[src/rtl/nn_pkg.sv]
// nn_pkg: shared types and widths for the MAC sequencer.
//   state_t  - sequencer states
//   WADDR_W  - weight SRAM address width (4096 words)
//   PADDR_W  - pixel SRAM address width (1024 words)
//   DATA_W   - signed pixel / half-weight width
package nn_pkg;

    localparam int WADDR_W = 12;
    localparam int PADDR_W = 10;
    localparam int DATA_W  = 16;

    typedef enum logic [2:0] {
        IDLE,
        FETCH,
        DRAIN,
        EMIT,
        DONE
    } state_t;

endpackage

[src/rtl/nn_mac2.sv]
// nn_mac2: registered dual-product signed multiply-accumulate.
//   clk, rst      - clock, synchronous active-high reset
//   i_clr         - clear accumulator (wins over i_en)
//   i_en          - accumulate i_w1*i_p1 + i_w2*i_p2 this cycle
//   i_w1,i_p1     - first signed operand pair
//   i_w2,i_p2     - second signed operand pair
//   o_acc         - signed accumulator, wraps modulo 2^ACC_W
module nn_mac2 import nn_pkg::*; #(
    parameter int ACC_W = 42
) (
    input  logic                     clk,
    input  logic                     rst,
    input  logic                     i_clr,
    input  logic                     i_en,
    input  logic signed [DATA_W-1:0] i_w1,
    input  logic signed [DATA_W-1:0] i_p1,
    input  logic signed [DATA_W-1:0] i_w2,
    input  logic signed [DATA_W-1:0] i_p2,
    output logic signed [ACC_W-1:0]  o_acc
);

    localparam int PROD_W = 2 * DATA_W;

    logic signed [PROD_W-1:0] w_prod1;
    logic signed [PROD_W-1:0] w_prod2;
    logic signed [ACC_W-1:0]  r_acc;

    // 16x16 signed products are exact in 32 bits (even -2^15 * -2^15).
    assign w_prod1 = i_w1 * i_p1;
    assign w_prod2 = i_w2 * i_p2;

    always_ff @(posedge clk) begin
        if (rst || i_clr) begin
            r_acc <= '0;
        end else if (i_en) begin
            // Signed size casts sign-extend each product to the accumulator width.
            r_acc <= r_acc + ACC_W'(w_prod1) + ACC_W'(w_prod2);
        end
    end

    assign o_acc = r_acc;

endmodule

[src/rtl/nn_mac_sequencer.sv]
// nn_mac_sequencer: walks weight/pixel SRAMs to produce one dot product per
// output neuron, and hands the SRAM buses to the load path while idle.
//   clk, rst                        - clock, synchronous active-high reset
//   start                           - pulse: begin a run (IDLE only, load_req low)
//   load_req / load_gnt             - load path bus request / grant (IDLE only)
//   busy                            - FETCH, DRAIN or EMIT
//   done                            - one-cycle pulse after the last result
//   weight_address, pixel_address1/2- registered SRAM read addresses
//   weight_value, pixel_value1/2    - SRAM read data, one cycle after address
//   result_valid/ready/index/data   - per-neuron result handshake
module nn_mac_sequencer import nn_pkg::*; #(
    parameter int NUM_PAIRS   = 392,
    parameter int NUM_NEURONS = 10,
    parameter int ACC_W       = 42
) (
    input  logic               clk,
    input  logic               rst,
    input  logic               start,
    input  logic               load_req,
    output logic               load_gnt,
    output logic               busy,
    output logic               done,
    output logic [11:0]        weight_address,
    input  logic [31:0]        weight_value,
    output logic [9:0]         pixel_address1,
    output logic [9:0]         pixel_address2,
    input  logic [15:0]        pixel_value1,
    input  logic [15:0]        pixel_value2,
    output logic               result_valid,
    input  logic               result_ready,
    output logic [3:0]         result_index,
    output logic [ACC_W-1:0]   result_data
);

    state_t               r_state;
    state_t               w_next;
    logic [PADDR_W-1:0]   r_k;          // pair index, doubles as pixel address
    logic [WADDR_W-1:0]   r_waddr;      // n*NUM_PAIRS + k, kept incrementally
    logic [3:0]           r_n;
    logic                 r_stage_vld;  // SRAM data on the inputs is a live read
    logic                 w_clr;
    logic                 w_last_k;
    logic                 w_last_n;
    logic signed [ACC_W-1:0] w_acc;

    assign w_last_k = (r_k == PADDR_W'(NUM_PAIRS - 1));
    assign w_last_n = (r_n == 4'(NUM_NEURONS - 1));

    always_ff @(posedge clk) begin
        if (rst) begin
            r_state <= IDLE;
        end else begin
            r_state <= w_next;
        end
    end

    always_comb begin
        w_next = r_state;
        w_clr  = 1'b0;
        case (r_state)
            IDLE: begin
                // load_req masks start so the load path keeps the buses.
                if (!load_req && start) begin
                    w_next = FETCH;
                    w_clr  = 1'b1;
                end
            end
            FETCH: begin
                if (w_last_k) w_next = DRAIN;
            end
            DRAIN: w_next = EMIT;
            EMIT: begin
                if (result_ready) begin
                    if (w_last_n) begin
                        w_next = DONE;
                    end else begin
                        w_next = FETCH;
                        w_clr  = 1'b1;
                    end
                end
            end
            DONE:    w_next = IDLE;
            default: w_next = IDLE;
        endcase
    end

    // Addresses advance inside FETCH and freeze on the last pair, so they
    // hold through DRAIN/EMIT/DONE/IDLE. The next neuron's weight base is
    // simply the held last address plus one.
    always_ff @(posedge clk) begin
        if (rst) begin
            r_k         <= '0;
            r_waddr     <= '0;
            r_n         <= '0;
            r_stage_vld <= 1'b0;
        end else begin
            r_stage_vld <= (r_state == FETCH);
            if (r_state == IDLE && w_clr) begin
                r_k     <= '0;
                r_waddr <= '0;
                r_n     <= '0;
            end else if (r_state == EMIT && w_clr) begin
                r_k     <= '0;
                r_waddr <= r_waddr + 1'b1;
                r_n     <= r_n + 1'b1;
            end else if (r_state == FETCH && !w_last_k) begin
                r_k     <= r_k + 1'b1;
                r_waddr <= r_waddr + 1'b1;
            end
        end
    end

    // Upper weight half pairs with pixel SRAM 1, lower half with SRAM 2.
    nn_mac2 #(.ACC_W(ACC_W)) u_mac (
        .clk   (clk),
        .rst   (rst),
        .i_clr (w_clr),
        .i_en  (r_stage_vld),
        .i_w1  (weight_value[31:16]),
        .i_p1  (pixel_value1),
        .i_w2  (weight_value[15:0]),
        .i_p2  (pixel_value2),
        .o_acc (w_acc)
    );

    assign load_gnt       = (r_state == IDLE) && load_req;
    assign busy           = (r_state == FETCH) || (r_state == DRAIN) || (r_state == EMIT);
    assign done           = (r_state == DONE);
    assign result_valid   = (r_state == EMIT);
    assign result_index   = r_n;
    // The accumulator is idle in EMIT, so it is the stable result.
    assign result_data    = w_acc;
    assign weight_address = r_waddr;
    assign pixel_address1 = r_k;
    assign pixel_address2 = r_k;

endmodule
[config.mk]
export PLATFORM = sky130hd
export DESIGN_NAME = nn_mac_sequencer
export DESIGN_NICKNAME = d
export VERILOG_FILES = /design/src/rtl/nn_pkg.sv /design/src/rtl/nn_mac2.sv /design/src/rtl/nn_mac_sequencer.sv
export SDC_FILE = /design/constraint.sdc
export NUM_CORES = 2
export LEC_CHECK = 0
export CORE_UTILIZATION = 57
export CTS_CLUSTER_DIAMETER = 150
export DETAILED_ROUTE_END_ITERATION = 10
export PLACE_DENSITY = 0.77
export SLEW_MARGIN = 5
export SYNTH_ARGS = -nofsm -noshare
export SYNTH_HDL_FRONTEND = slang
export SYNTH_SLANG_ARGS = --single-unit
[constraint.sdc]
create_clock -name clk -period 9.5 [get_ports clk]
set_input_delay 0.95 -clock clk [delete_from_list [all_inputs] [get_ports clk]]
set_output_delay 0.95 -clock clk [all_outputs]
set_load 0.1 [all_outputs]
# Word level (Yosys, flattened, before mapping)
# Index checks and enable logic that the tools add are counted.
[totals]
ff_bits = 72
out_inout_bits = 82
[op_classes]
multipliers = 2
mux = 11
n_addsub = 5
n_eq_ne = 9
reduce_logical = 15
[op_table]
columns = ["op", "n"]
rows = [
  ["adder 42 x 32 -> 42 bit", 2],
  ["multiplier 16 x 16 -> 32 bit", 2],
  ["2-to-1 mux 12 bit", 2],
  ["adder 12 x 1 -> 12 bit (second input constant)", 1],
  ["2-to-1 mux 3 bit", 4],
  ["one-hot mux 3 bit (4 select lines)", 1],
  ["adder 10 x 1 -> 10 bit (second input constant)", 1],
  ["== test 10 x 9 -> 1 bit (second input constant)", 1],
  ["== test 3 x 2 -> 1 bit (second input constant)", 2],
  ["logical AND 1 bit", 5],
  ["adder 4 x 1 -> 4 bit (second input constant)", 1],
  ["== test 4 bit (second input constant)", 1],
  ["inequality test 2 bit (second input constant)", 2],
  ["== test 3 x 1 -> 1 bit (second input constant)", 1],
  ["== test 3 bit (second input constant)", 1],
  ["logical NOT 3 bit", 1],
  ["logical OR 1 bit", 3],
  ["2-to-1 mux 1 bit", 3],
  ["AND reduction 3 bit", 1],
  ["OR reduction 3 bit", 1],
  ["logical NOT 1 bit", 2],
  ["inequality test 2 x 1 -> 1 bit (second input constant)", 1],
  ["one-hot mux 1 bit (2 select lines)", 1],
  ["nonzero test 2 bit", 1],
  ["OR reduction 2 bit", 1],
]

# Depth between registers and ports, before layout
[depth]
word_depth = 6
mapped_depth = 29

# Hierarchy
# From an unflattened synthesis, not the netlist that was laid out.
[unflattened]
cells_unflattened = 2829
hier_area_um2 = 26809.5
[modules_own_cells]
columns = ["mod", "seq_area_each_um2", "instances", "cells_per_inst", "area_each_um2"]
rows = [
  ["nn_mac2", 840.8, 1, 2643, 25155.4],
  ["nn_mac_sequencer", 600.6, 1, 186, 1654.1],
]

# Worst setup path before layout
# No wires, ideal clock.
[synth_path]
kind = "input -> register"
from = "input port weight_value[15]"
to = "register u_mac.r_acc[38] (netlist: u_mac.o_acc[38])"
required_ns = 9.383
path_buffers = 1
t_arrival_ns = 8.167
setup_time_ns = 0.117
setup_slack_ns = 1.215
path_stages = 24
cell_sequence = "and2_1 -> fa_1 -> inv_1 -> fa_1 -> inv_1 -> fa_1 -> fa_1 -> fa_1 -> fa_1 -> fa_1 -> inv_1 -> fa_1 -> inv_1 -> ha_1 -> buf_6 -> a21o_1 -> a21o_1 -> a221o_1 -> a211oi_2 -> and3_1 -> o21ai_2 -> a31oi_1 -> mux2i_1 -> nand2_1"
[synth_between]
elab_chain_cells = 2
[synth_lines]
columns = ["item", "line", "source"]
rows = [
  ["start: declaration", "nn_mac_sequencer.sv:24", "input logic [31:0] weight_value,"],
  ["multiplier 16 x 16 -> 32 bit", "nn_mac2.sv:30", "assign w_prod2 = i_w2 * i_p2;"],
  ["adder 42 x 32 -> 42 bit", "nn_mac2.sv:37", "r_acc <= r_acc + ACC_W'(w_prod1) + ACC_W'(w_prod2);"],
  ["end signal: assignment", "nn_mac2.sv:37", ""],
  ["end: declaration", "nn_mac2.sv:26", "logic signed [ACC_W-1:0] r_acc;"],
]
# No other way between the ends.
# A chain may end at the register's enable or synchronous reset.

# Worst setup path in the final report
[layout_path]
from = "input port weight_value[31]"
to = "register u_mac.r_acc[41] (netlist: u_mac.o_acc[41])"
[layout_between]
elab_chain_cells = 3
[layout_lines]
columns = ["item", "line", "source"]
rows = [
  ["multiplier 16 x 16 -> 32 bit", "nn_mac2.sv:29", "assign w_prod1 = i_w1 * i_p1;"],
  ["adder 42 x 32 -> 42 bit (2 in series)", "nn_mac2.sv:37", ""],
]
# No other way between the ends.

==> impl_metrics.tcl <==
set metrics [dict create \
    firstDrtPassIters 6 \
    cp-end-kind "register" \
    dp_hpwl_um 58500 \
    worstPathMaxFanout 16 \
    grt.total_usage_pct 29.8 \
    clock.fmax_ghz 0.113 \
    slew_headroom_pct 28.1 \
    hold_buffers 0 \
    arrival_ns 9.00 \
    placed_area_um2 28600 \
    grt_overflow 0 \
    cts_tree "done" \
    required_ns 9.67 \
    clock_skew_ns 0.00720 \
    via_count 18700 \
    clk_pin_slew_ns 0.05 \
    ff2ff_setup_slack_ns 2.21 \
    timing.critical_path.buf_inv 4 \
    grtUsageMet1_pct 42.7 \
    first_global_vias 20800 \
    drv_cap 0 \
    fill_cells 3791 \
    clock_latency_ns 0.33 \
    met3_usage_pct 3.84 \
    ys.flop_type "dfxtp_1" \
    nets 3863 \
    die_h_um 218 \
    finalMaxSlewViolations 0 \
    grt_setup_unrepaired "no" \
    clock-root-buffer "clkbuf_16" \
    finalSetupViolations 0 \
    htree_levels 3 \
    drt-total-wl_um 65200 \
    row_count 78 \
    grt_pass1_wl_um 110000 \
    hp-start "weight_address[11]" \
    clock_path_buffers 2 \
    synth-seq-cells 72 \
    whs_endpoint "weight_address[11]" \
    area_growth_pct 8.86 \
    r2r-end "u_mac.o_acc[34]" \
    cts_resized 0 \
    seq_area_frac_synth_pct 5.43 \
    async_flop_share_pct 0 \
    die_area_um2 47400 \
    grtUsageMet2_pct 48.8 \
    antenna_left 0 \
    drive_gt1_share_pct 2.19 \
    post-route-period-util_pct 92.9 \
    antenna_found_initial 0 \
    core_area_um2 45700 \
    status "finished clean" \
    die_w_um 218 \
    synth_area_per_cell_um2 9.40 \
    netlist_instances 2824 \
    cts_sinks 72 \
    tns_ns 0 \
    synth_cell_types 65 \
    start_util_pct 58.1 \
    crit_type "input pin to register" \
    crit_path_start_kind "input pin" \
    hold_depth 2 \
    crit_top_cell "fa_1" \
    reg2reg_from "u_mac.o_acc[9]" \
    cts_made_buffers 9 \
    syn_area_um2 26500 \
    gp_congestion 0.915 \
    ioPinCount 151 \
    fin_crit_ns 8.83 \
    worstMarginPinSlew_ns 1.08 \
    vias_per_cell 5.31 \
    cp_top_family "adder cells" \
    drc 0 \
    synth-edff-count 0 \
    grt_max_degree 53 \
    crit_path_cell_trace "clkdlybuf4s50_1 -> nand2_1 -> fa_1 -> fa_1 -> inv_1 -> fa_1 -> inv_1 -> fa_1 -> fa_1 -> fa_1 -> fa_1 -> fa_1 -> inv_1 -> ha_1 -> nand3_1 -> or3_1 -> nand3_1 -> a21oi_1 -> a211oi_1 -> o22a_1 -> xnor2_1 -> o22ai_1" \
    slowest_delay_ns 0.85 \
    syn-num-nets 3772 \
    busiest_layer "met2" \
    crit_slowest_cell "clkdlybuf4s50_1" \
    drt_iter0_markers 1097 \
    r2r_cells 24 \
    yosys_warnings 0 \
    fin_area_um2 28900 \
    post_cts_buffers 0 \
    hp-class "register to register" \
    io_buffers 150 \
    wl_per_cell_um 18.5 \
    finalHoldViolCount 0 \
]
metal layers:
layer  vias to the layer above  share of wire (%)
met4                         0                2.1
met2                       758                 48
met3                       114                7.7
li1                       8267                  -
met1                      9555                 43
met5                         -                  0
cell usage after synthesis, drive strengths merged, types with 2 or more instances:
library cell / n / area [µm²]
buf: 22 / 138
and2: 193 / 1210
or3: 6 / 37.5
mux2i: 26 / 260
nand3b: 3 / 22.5
a211oi: 18 / 145
inv: 809 / 3040
ha: 161 / 2010
o2111ai: 2 / 17.5
nand4: 8 / 65.1
o21ai: 25 / 133
nand4b: 4 / 35.0
nand2b: 15 / 93.8
or2: 3 / 18.8
nand2: 344 / 1290
xor2: 21 / 184
o22ai: 3 / 18.8
nor3: 16 / 80.1
xnor2: 37 / 324
a21o: 18 / 136
a31oi: 4 / 25.0
nand3: 23 / 115
a41oi: 4 / 35.0
a32o: 2 / 20.0
and3: 11 / 70.1
fa: 718 / 14400
a21oi: 45 / 236
o21bai: 6 / 48.8
o21a: 7 / 52.6
nor2: 91 / 342
a221o: 3 / 31.3
o211ai: 4 / 30.0
dfxtp: 72 / 1440
nor3b: 3 / 22.5
clkbuf: 82 / 310
placed cells by master, fill, tap and decap left out, drive strengths merged, types with 4 or more instances in the layout:
cell / instances
inv: 809
fa: 718
nand2: 344
and2: 193
ha: 161
clkdlybuf4s50: 150
nor2: 91
dfxtp: 72
a21oi: 45
xnor2: 37
buf: 34
mux2i: 26
o21ai: 25
nand3: 23
xor2: 21
a21o: 18
a211oi: 18
nor3: 16
nand2b: 15
clkbuf: 12
and3: 11
nand4: 8
o21a: 7
or3: 6
o21bai: 6
o211ai: 4
a41oi: 4
a31oi: 4
nand4b: 4
cell families (layout without fill, tap and decap cells):
| kind of cell | Yosys count | after routing | share of synthesized area, % |
|---|---|---|---|
| xor+xnor | 58 | 58 | 1.91 |
| simple gates | 725 | 725 | 13.0 |
| buf+inv | 913 | 1009 | 13.1 |
| flops | 72 | 72 | 5.43 |
| mux | 26 | 26 | 0.980 |
| other cells | 0 | 3 | 0 |
| fa+ha+maj | 879 | 879 | 61.7 |
| compound gates | 151 | 151 | 3.87 |
tightest hold or removal path, cell delays in order, from the launching register on:
cell and delay (ns):
dfxtp_1 0.32, o21ai_0 0.08, a21oi_1 0.06
how the worst max path moves through the flow:
| stage | startpoint | end | slack, ns | cells past startpoint |
|---|---|---|---|---|
| after detailed placement | pixel_value2[2] | u_mac.o_acc[38] | 0.41 | 26 |
| after floorplan | weight_value[15] | u_mac.o_acc[38] | 1.22 | 24 |
| after CTS | pixel_value2[2] | u_mac.o_acc[38] | 0.72 | 26 |
| final | weight_value[31] | u_mac.o_acc[41] | 0.67 | 22 |
| after global routing | weight_value[31] | u_mac.o_acc[41] | 0.29 | 22 |
| after global placement | pixel_value1[1] | u_mac.o_acc[38] | 0.51 | 25 |
registers in the layout, summed over array words and instances, names as in the netlist:
register / count
u_mac.o_acc: 42
r_state: 3
weight_address: 12
r_stage_vld: 1
pixel_address1: 10
result_index: 4
area by class of cell:
type                       instances  area (µm²)  area share [%]
tap                              600         751            2.60
clock inverter                     4        45.0           0.156
multi-input combinational       1839       21600            74.8
timing repair buffer             184        1760            6.08
sequential                        72        1440            4.99
antenna                            3        7.51          0.0260
inverter                         809        3040            10.5
clock buffer                      12         236           0.818
per-stage QoR:
stage | util, % | setup slack (ns) | hold WS, ns | instances
detailed placement | 62.6 | 0.412 | 0.501 | 3504
finish | 63.3 | 0.674 | 0.510 | 3523
global placement | 62.6 | 0.509 | 0.477 | 3504
floorplan | - | 1.22 | 0.485 | 2824
global route | 63.3 | 0.295 | 0.531 | 3520
CTS | 63.3 | 0.721 | 0.514 | 3520
Power is left out: the tool's default activity adds up to more than one toggle a clock period on the data nets, which glitch-free logic cannot reach.
